[src/rtl/dac_spi_pkg.sv]
// Shared constants, frame layout and state encoding for the AD5754 serial engines.
package dac_spi_pkg;

  localparam int FRAME_BITS = 24;
  localparam logic [FRAME_BITS-1:0] AD5754_NOP = 24'h180000;

  localparam int RW_BIT   = 23;
  localparam int REG_MSB  = 21;
  localparam int REG_LSB  = 19;
  localparam int ADDR_MSB = 18;
  localparam int ADDR_LSB = 16;

  typedef enum logic [1:0] {
    ST_IDLE,
    ST_CMD,
    ST_GAP,
    ST_NOP
  } rb_state_e;

  function automatic logic [FRAME_BITS-1:0] read_cmd(input logic [2:0] reg_sel,
                                                     input logic [2:0] addr);
    logic [FRAME_BITS-1:0] w;
    w                    = '0;
    w[RW_BIT]            = 1'b1;
    w[REG_MSB:REG_LSB]   = reg_sel;
    w[ADDR_MSB:ADDR_LSB] = addr;
    return w;
  endfunction

endpackage

[src/rtl/spi_frame_shifter.sv]
// Runs one 24-bit SYNC-framed transfer: SCLK idles high, data changes on SCLK rise,
// DAC samples on SCLK fall; optionally captures SDO on each falling edge.
module spi_frame_shifter
  import dac_spi_pkg::*;
#(
  parameter int CLK_DIV = 4
) (
  input  logic                  clk,
  input  logic                  rst_n,
  input  logic                  start,
  input  logic [FRAME_BITS-1:0] tx_word,
  input  logic                  capture_en,
  input  logic                  sdo,
  output logic                  sync,
  output logic                  sclk,
  output logic                  sdin,
  output logic [FRAME_BITS-1:0] rx_word,
  output logic                  frame_done
);

  localparam int DIV_W = (CLK_DIV > 1) ? $clog2(CLK_DIV) : 1;
  localparam logic [DIV_W-1:0] DIV_LAST = DIV_W'(CLK_DIV - 1);
  localparam int BIT_W = $clog2(FRAME_BITS);

  logic                  active;
  logic                  cap;
  logic [DIV_W-1:0]      div_cnt;
  logic [BIT_W-1:0]      bits_left;
  logic [FRAME_BITS-1:0] tx_sr;

  // NOTE: non-blocking assignments so every register sees pre-edge values of the others.
  always_ff @(posedge clk or negedge rst_n) begin
    if (!rst_n) begin
      active     <= 1'b0;
      cap        <= 1'b0;
      div_cnt    <= '0;
      bits_left  <= '0;
      tx_sr      <= '0;
      rx_word    <= '0;
      sync       <= 1'b1;
      sclk       <= 1'b1;
      sdin       <= 1'b0;
      frame_done <= 1'b0;
    end else begin
      frame_done <= 1'b0;
      if (!active) begin
        if (start) begin
          active    <= 1'b1;
          cap       <= capture_en;
          div_cnt   <= '0;
          bits_left <= BIT_W'(FRAME_BITS - 1);
          tx_sr     <= {tx_word[FRAME_BITS-2:0], 1'b0};
          sync      <= 1'b0;
          sclk      <= 1'b1;
          sdin      <= tx_word[FRAME_BITS-1];
          if (capture_en) rx_word <= '0;
        end
      end else if (div_cnt != DIV_LAST) begin
        div_cnt <= div_cnt + 1'b1;
      end else begin
        div_cnt <= '0;
        if (sclk) begin
          // Falling edge: the DAC samples SDIN here and presents its next SDO bit.
          sclk <= 1'b0;
          if (cap) rx_word <= {rx_word[FRAME_BITS-2:0], sdo};
        end else if (bits_left == '0) begin
          active     <= 1'b0;
          sync       <= 1'b1;
          sclk       <= 1'b1;
          sdin       <= 1'b0;
          frame_done <= 1'b1;
        end else begin
          sclk      <= 1'b1;
          sdin      <= tx_sr[FRAME_BITS-1];
          tx_sr     <= {tx_sr[FRAME_BITS-2:0], 1'b0};
          bits_left <= bits_left - 1'b1;
        end
      end
    end
  end

endmodule

[src/rtl/dac_readback_spi.sv]
// AD5754 register readback: read-command frame, SYNC gap, NOP frame capturing SDO,
// then a one-cycle done pulse with the captured word and an echo-mismatch flag.
module dac_readback_spi
  import dac_spi_pkg::*;
#(
  parameter int CLK_DIV  = 4,
  parameter int SYNC_GAP = 4
) (
  input  logic        clk,
  input  logic        Reset_n,
  input  logic        req_i,
  input  logic [2:0]  reg_sel_i,
  input  logic [2:0]  addr_i,
  output logic        busy_o,
  output logic        done_o,
  output logic [15:0] rd_data_o,
  output logic [23:0] rd_raw_o,
  output logic        mismatch_o,
  output logic        dacSync,
  output logic        dacSclk,
  output logic        dacSdin,
  input  logic        dacSdo_i
);

  // The NOP frame is launched one edge after the counter expires and CMD's frame_done
  // is seen one edge late, so the counter covers SYNC_GAP-2 cycles.
  localparam int GAP_W = (SYNC_GAP > 2) ? $clog2(SYNC_GAP) : 1;
  localparam logic [GAP_W-1:0] GAP_LOAD = GAP_W'(SYNC_GAP - 2);

  rb_state_e             state, state_next;
  logic                  start;
  logic                  capture;
  logic                  finish;
  logic [FRAME_BITS-1:0] tx_word;
  logic [FRAME_BITS-1:0] rx_word;
  logic                  frame_done;
  logic [GAP_W-1:0]      gap_cnt;
  logic [5:0]            req_field;

  spi_frame_shifter #(
    .CLK_DIV(CLK_DIV)
  ) u_shifter (
    .clk        (clk),
    .rst_n      (Reset_n),
    .start      (start),
    .tx_word    (tx_word),
    .capture_en (capture),
    .sdo        (dacSdo_i),
    .sync       (dacSync),
    .sclk       (dacSclk),
    .sdin       (dacSdin),
    .rx_word    (rx_word),
    .frame_done (frame_done)
  );

  always_ff @(posedge clk or negedge Reset_n) begin
    if (!Reset_n) state <= ST_IDLE;
    else          state <= state_next;
  end

  // NOTE: every output of this block gets a default first, so no path can infer a latch.
  always_comb begin
    state_next = state;
    start      = 1'b0;
    capture    = 1'b0;
    finish     = 1'b0;
    tx_word    = AD5754_NOP;
    case (state)
      ST_IDLE: if (req_i) begin
        start      = 1'b1;
        tx_word    = read_cmd(reg_sel_i, addr_i);
        state_next = ST_CMD;
      end
      ST_CMD:  if (frame_done) state_next = ST_GAP;
      ST_GAP:  if (gap_cnt == '0) begin
        start      = 1'b1;
        capture    = 1'b1;
        state_next = ST_NOP;
      end
      ST_NOP:  if (frame_done) begin
        finish     = 1'b1;
        state_next = ST_IDLE;
      end
      default: state_next = ST_IDLE;
    endcase
  end

  always_ff @(posedge clk or negedge Reset_n) begin
    if (!Reset_n) begin
      busy_o     <= 1'b0;
      done_o     <= 1'b0;
      rd_raw_o   <= '0;
      mismatch_o <= 1'b0;
      req_field  <= '0;
      gap_cnt    <= '0;
    end else begin
      done_o <= finish;
      if (state == ST_IDLE && start) begin
        busy_o    <= 1'b1;
        req_field <= {reg_sel_i, addr_i};
      end
      if (finish) begin
        busy_o     <= 1'b0;
        rd_raw_o   <= rx_word;
        mismatch_o <= (rx_word[REG_MSB:ADDR_LSB] != req_field);
      end
      if (state == ST_CMD && frame_done)         gap_cnt <= GAP_LOAD;
      else if (state == ST_GAP && gap_cnt != '0) gap_cnt <= gap_cnt - 1'b1;
    end
  end

  assign rd_data_o = rd_raw_o[15:0];

endmodule
[config.mk]
export PLATFORM = sky130hd
export DESIGN_NAME = dac_readback_spi
export DESIGN_NICKNAME = d
export VERILOG_FILES = /design/src/rtl/dac_spi_pkg.sv /design/src/rtl/spi_frame_shifter.sv /design/src/rtl/dac_readback_spi.sv
export SDC_FILE = /design/constraint.sdc
export NUM_CORES = 1
export LEC_CHECK = 0
export CELL_PAD_IN_SITES_DETAIL_PLACEMENT = 0
export CELL_PAD_IN_SITES_GLOBAL_PLACEMENT = 1
export CORE_MARGIN = 2
export CORE_UTILIZATION = 38
export CTS_CLUSTER_DIAMETER = 150
export DETAILED_ROUTE_END_ITERATION = 16
export GPL_TIMING_DRIVEN = 1
export PLACE_DENSITY = 0.72
export SYNTH_ARGS = -nofsm -noshare
export SYNTH_HDL_FRONTEND = slang
export SYNTH_SLANG_ARGS = --single-unit
[constraint.sdc]
create_clock -name clk -period 1.69 [get_ports clk]
set_input_delay 0.338 -clock clk [delete_from_list [all_inputs] [get_ports clk]]
set_output_delay 0.338 -clock clk [all_outputs]
set_load 0.01 [all_outputs]
# == Word-level counts from Yosys, hierarchy flattened ==
# Index checks and enable logic that the tools add are counted.
# op_classes
addsub,3
n_reduce_logical,18
n_mux,59
n_eq_ne,15
n_bitwise,1
# op_table
operator,count
$mux 24,13
$mux 1,30
$mux 5,5
$mux 2,9
$ne 2x2->1 const B,8
$reduce_and 4->1,3
$reduce_bool 2->1,5
$pmux 2 s4,1
$ne 2x1->1 const B,3
$ne 6x6->1,1
$logic_not 5->1,1
$reduce_and 5->1,1
$sub 5x1->5 const B,1
$eq 2x2->1 const B,2
$logic_not 2->1,2
$reduce_and 2->1,2
$logic_and 1x1->1,3
$reduce_and 3->1,1
$add 2x1->2 const B,1
$eq 2x1->1 const B,1
$pmux 1 s2,1
$sub 2x1->2 const B,1
$not 1->1,1
# totals
out_inout_bits,46
register_bits,98
elab_cells,113
inputBits,10

# == Logic depth before layout (Yosys ltp) ==
# Gate-level depths: netlist of run 1.
# logic_depth
depth_word,6
ltp_mapped,6
ltp_nobuf,5

# == By module ==
# From an unflattened synthesis of run 1, not the netlist that was laid out.
# hier_totals
cells_unflattened,327
area_unflattened_um2,4486.8
# by_module_without_submodules
module,area_per_inst_um2,seq_area_each_um2,instances,cells_each
spi_frame_shifter,2710.1,1503.9,1,192
dac_readback_spi,1776.7,925.9,1,135

# == Worst setup path after synthesis of run 1 ==
# OpenSTA, ideal clock, no wires.
# synth_path
kind,register -> register
start,reg state[0]
end,reg u_shifter.tx_sr[17]
path_slack_ps,-47
synth_period_minus_slack_ps,1737
setup_ps,125
stages_incl_launch_ff,7
arrival_time_ps,1612
t_required_ps,1565
n_path_buf,1
path_cell_list,dfrtp_1 inv_1 ha_1 a22oi_2 o32ai_2 buf_6 mux2_4
# synth_via
elab_chain_cells,4
word_cells_on_any_way,8
classes_between,eq/ne (1); mux (4); reduce/logical (3)
# synth_lines
element,line,rtl
start: declaration,dac_readback_spi.sv:30,"rb_state_e state, state_next;"
start signal: assignment,dac_readback_spi.sv:58,else state <= state_next;
$eq 2x2->1 / $logic_not 2->1 (equally long branches),dac_readback_spi.sv:68,case (state)
$pmux 1 s2 / $mux 24 (equally long branches),dac_readback_spi.sv:68,
$reduce_bool 2->1 (no source line) / $mux 24 (equally long branches),--,
$reduce_and 4->1 (no source line) / $mux 24 (equally long branches),--,
end signal: assignment,spi_frame_shifter.sv:52,"tx_sr <= {tx_word[FRAME_BITS-2:0], 1'b0};"
end signal: assignment,spi_frame_shifter.sv:75,"tx_sr <= {tx_sr[FRAME_BITS-2:0], 1'b0};"
end: declaration,spi_frame_shifter.sv:29,logic [FRAME_BITS-1:0] tx_sr;
# Parallel ways exist; a longest one is shown, timed or not. The select of a mux whose other input is x is not followed.
# A chain may end at the register's enable or synchronous reset.

# == Worst setup path after layout of run 1 ==
# layout_path
start,reg state[1]
end,reg u_shifter.bits_left[0]
# layout_via
elab_chain_cells,4
word_cells_on_any_way,5
classes_between,eq/ne (1); mux (1); reduce/logical (3)
# layout_lines
element,line,rtl
$eq 2x2->1 / $logic_not 2->1 (equally long branches),dac_readback_spi.sv:68,
$pmux 1 s2 (*),dac_readback_spi.sv:68,
$reduce_bool 2->1 (no source line) (*),--,
$reduce_and 4->1 (no source line) (*),--,
end signal: assignment,spi_frame_shifter.sv:51,bits_left <= BIT_W'(FRAME_BITS - 1);
end signal: assignment,spi_frame_shifter.sv:76,bits_left <= bits_left - 1'b1;
end: declaration,spi_frame_shifter.sv:28,logic [BIT_W-1:0] bits_left;
# Mark *: on every way between the ends. The rest lies on a longest branch, timed or not.

==> out/metrics.cfg, run 1 <==
[power_and_ir_drop]
power.density_mw_per_mm2 = 786
peakVddDrop_v = 0.000466
totalPowerFinal_w = 0.00379
leakagePower_nw = 2.23
seqPwrFrac_pct = 51.1
swShare_pct = 21.4
intPower_w = 0.00298
clkPwrFrac_pct = 46.9
p_sw_w = 0.000813
combPwrFrac_pct = 2.0

[logic_synthesis]
synth_area_leaders = dfrtp_1, mux2_2, nand2_1
synth_compound_area_share_pct = 8.71
synth_top_area_cell = dfrtp_1
synth_top_family_by_area = multiplexers
synth_nets = 337
syn_area_per_cell_um2 = 11.5
synthCells = 318
synth_edf_count = 0
synth_cell_types = 43
synthAdderAreaFrac_pct = 3.09
synth_warnings = 0
synth-async-reset-ratio_pct = 100
synth_simple_gate_area_share_pct = 11.1
ys.flop_type = dfrtp_1
synth.area.mux_share_pct = 13.1
synth.cell_area_mm2 = 0.00365
seq_area_frac_synth_pct = 55.6
synth_top_area_share_pct = 54.2
ys_ff_latch = 81
synth_xor_area_share_pct = 1.92

[sta]
final-setup-viol-count = 1
worst_slack_ns = -0.00832
tightest_slew_ns = 0.432
setup_tns_ns = -0.00832
rsz0062_at_grt = yes
slew_headroom_pct = 71.2
timing.fmax_mhz = 589
hold_viol = 0
holdWs_ns = 0.463
drv_slew = 0
period_share_pct = 100
skew_ns = 0.0127
min_period_ns = 1.70

[outcome]
status = complete, but fails checks
violations = setup timing

[clock_network]
numCtsBuffers = 9
h-tree-depth = 3
clock_tree.root_cell = clkbuf_8
cts_max_path_buffers = 2
clock-sinks = 81
cts_tree = yes
clkLatencyLatePin_ns = 0.36
path_clk_slew_ns = 0.09

[critical_path]
crit_path_max_incr_delay_ns = 0.44
slowest_stage = dfrtp_2
worstReg2RegEnd = u_shifter.bits_left[0]
cp-end-kind = flop
worstPathMaxFanout = 7
path_delay_family = flip-flops
crit_arrival_ns = 1.93
path_class = reg -> reg
reg2reg_slack_ns = -0.008
reg2reg_from = state[1]
reg2reg_depth = 7
crit_chain = inv_2, ha_4, a22oi_2, o32ai_2, buf_6, buf_12, mux2_4
startpoint_type = flop
worst-path-buf-inv = 3
required_ns = 1.92

[cells_and_area]
syn_to_final_growth_pct = 32.0
nets = 407
antenna_cells = 0
drive_gt1_share_pct = 27.7

[global_routing]
grt_pass1_vias = 2511
gr-total-overflow = 0
track_usage_pct = 15.2
grt_first_pass_wirelength_um = 12200
antenna_found_initial = 0
grt_max_degree = 38

[die]
die_area_mm2 = 0.0104
start_util_pct = 39.3
ios = 56
rows = 35
die_y_um = 102
core_area_mm2 = 0.00928
die_x_um = 102

[routing]
drt-initial-drc-count = 79
final_antenna_net_count = 0
viasPerCell = 4.78
drc_errors = 0
via_count = 2495
first_pass_iters = 4
finalWirelength_um = 7060
wl_per_cell_um = 13.5

[placed_design]
post-dp-hpwl_um = 4960
place_congestion = 0.778
post-place-ws_ns = -0.209
io_buffers = 55

[run]
cap_violations = 0

[worst_hold_path]
min_path_type = in -> async

==> placed cells by master (no fill, tap or decap), types with 3 or more instances in the layout <==
master / instances
a2bb2oi_1: 3
buf_12: 4
buf_4: 27
buf_6: 3
bufinv_16: 3
clkbuf_8: 9
clkdlybuf4s50_1: 51
dfrtp_1: 78
ha_1: 4
ha_4: 3
inv_1: 9
mux2_2: 32
mux2_4: 7
nand2_1: 58
nand2b_1: 4
nand3_1: 4
nor2_1: 6
o21ai_0: 31
xor2_1: 6
==> layer usage <==
metal	global-route usage [%]	up-vias	routed length, µm	part of all wire, %
li1	-	1199	-	-
met1	21.1	1229	3360	48
met2	23.4	55	3310	47
met3	2.67	12	256	3.6
met4	6.56	0	131	1.9
met5	0	-	0	0
==> area by class of cell <==
class / instances / area (µm²)
clock buffer: 9 / 124
clock inverter: 7 / 130
fill: 828 / 4470
inverter: 12 / 47.5
multi-input combinational: 195 / 1460
sequential: 81 / 2030
tap: 129 / 161
timing repair buffer: 89 / 867
==> timing repair <==
action	4_1_cts	5_1_grt
hold buffers	1	0
setup buffers	0	2
cloned	0	0
pin swaps	4	6
endpoints found under the setup margin	17	46
endpoints found under the hold margin	28	0
gates resized for setup	9	10
==> cell usage after synthesis (2+ instances only) <==
| cell type | instances |
|---|---|
| o21ai_0 | 31 |
| mux2_4 | 5 |
| a21o_1 | 2 |
| a21oi_1 | 2 |
| nand3_1 | 4 |
| dfstp_2 | 2 |
| nand2b_1 | 5 |
| xor2_1 | 6 |
| nor2_1 | 6 |
| inv_1 | 12 |
| ha_1 | 9 |
| o31a_1 | 2 |
| a2bb2oi_1 | 3 |
| dfrtp_1 | 79 |
| clkbuf_1 | 5 |
| buf_4 | 16 |
| nand2_1 | 59 |
| mux2i_1 | 2 |
| o22ai_1 | 2 |
| buf_2 | 8 |
| xnor2_1 | 2 |
| nor3_1 | 2 |
| mux2_2 | 34 |
==> worst max path at each step <==
stage | from | to | slack [ns] | cells after the start
3_5_place_dp | req_i | u_shifter.tx_sr[20] | -0.21 | 5
3_3_place_gp | req_i | u_shifter.tx_sr[20] | -0.19 | 5
2_1_floorplan | state[1] | u_shifter.tx_sr[17] | -0.005 | 6
6_report | state[1] | u_shifter.bits_left[0] | -0.008 | 7
4_1_cts | u_shifter.bits_left[1] | u_shifter.bits_left[0] | -0.03 | 7
5_1_grt | state[1] | u_shifter.bits_left[0] | -0.09 | 7
==> metrics by stage <==
stage | utilization (%) | area, µm² | std cells
floorplan | - | 3680 | 318
global placement | 48.2 | 4480 | 503
detailed placement | 48.2 | 4480 | 503
CTS | 51.3 | 4760 | 520
global route | 51.9 | 4820 | 522
finish | 51.9 | 4820 | 522
==> registers in the layout (all words and copies together) (netlist names) <==
register	cells
busy_o	1
done_o	1
gap_cnt	2
mismatch_o	1
rd_raw_o	24
req_field	6
state	2
u_shifter.active	1
u_shifter.bits_left	5
u_shifter.cap	1
u_shifter.div_cnt	2
u_shifter.frame_done	1
u_shifter.rx_word	24
u_shifter.sclk	1
u_shifter.sdin	1
u_shifter.sync	1
u_shifter.tx_sr	7
==> power by group through the flow <==
stage	Clock, W	Sequential [W]	Combinational (W)
global placement	0	0.00197	0.0000745
floorplan	0	0.00198	0.000000633
global route	0.00192	0.00194	0.0000847
CTS	0.00183	0.00194	0.0000777
detailed placement	0	0.00197	0.0000757
finish	0.00178	0.00194	0.0000741
==> cells by family after synthesis <==
group / after synthesis
muxes: 41
adders and majority gates: 9
xor gates and xnor gates: 8
DFF: 81
AOI/OAI and AO/OA: 50
and+or+nand+nor: 87
buffers and inverters: 42
(Power assumes the default switching activity.)
==> run 2: changes to the inputs <==
--- a/config.mk
+++ b/config.mk
@@ -13,6 +13,7 @@
 export DETAILED_ROUTE_END_ITERATION = 16
 export GPL_TIMING_DRIVEN = 1
 export PLACE_DENSITY = 0.72
+export SLEW_MARGIN = 30
 export SYNTH_ARGS = -nofsm -noshare
 export SYNTH_HDL_FRONTEND = slang
 export SYNTH_SLANG_ARGS = --single-unit
==> results of run 2 <==
The final DEF is identical to that of run 1; final timing and power are the same.
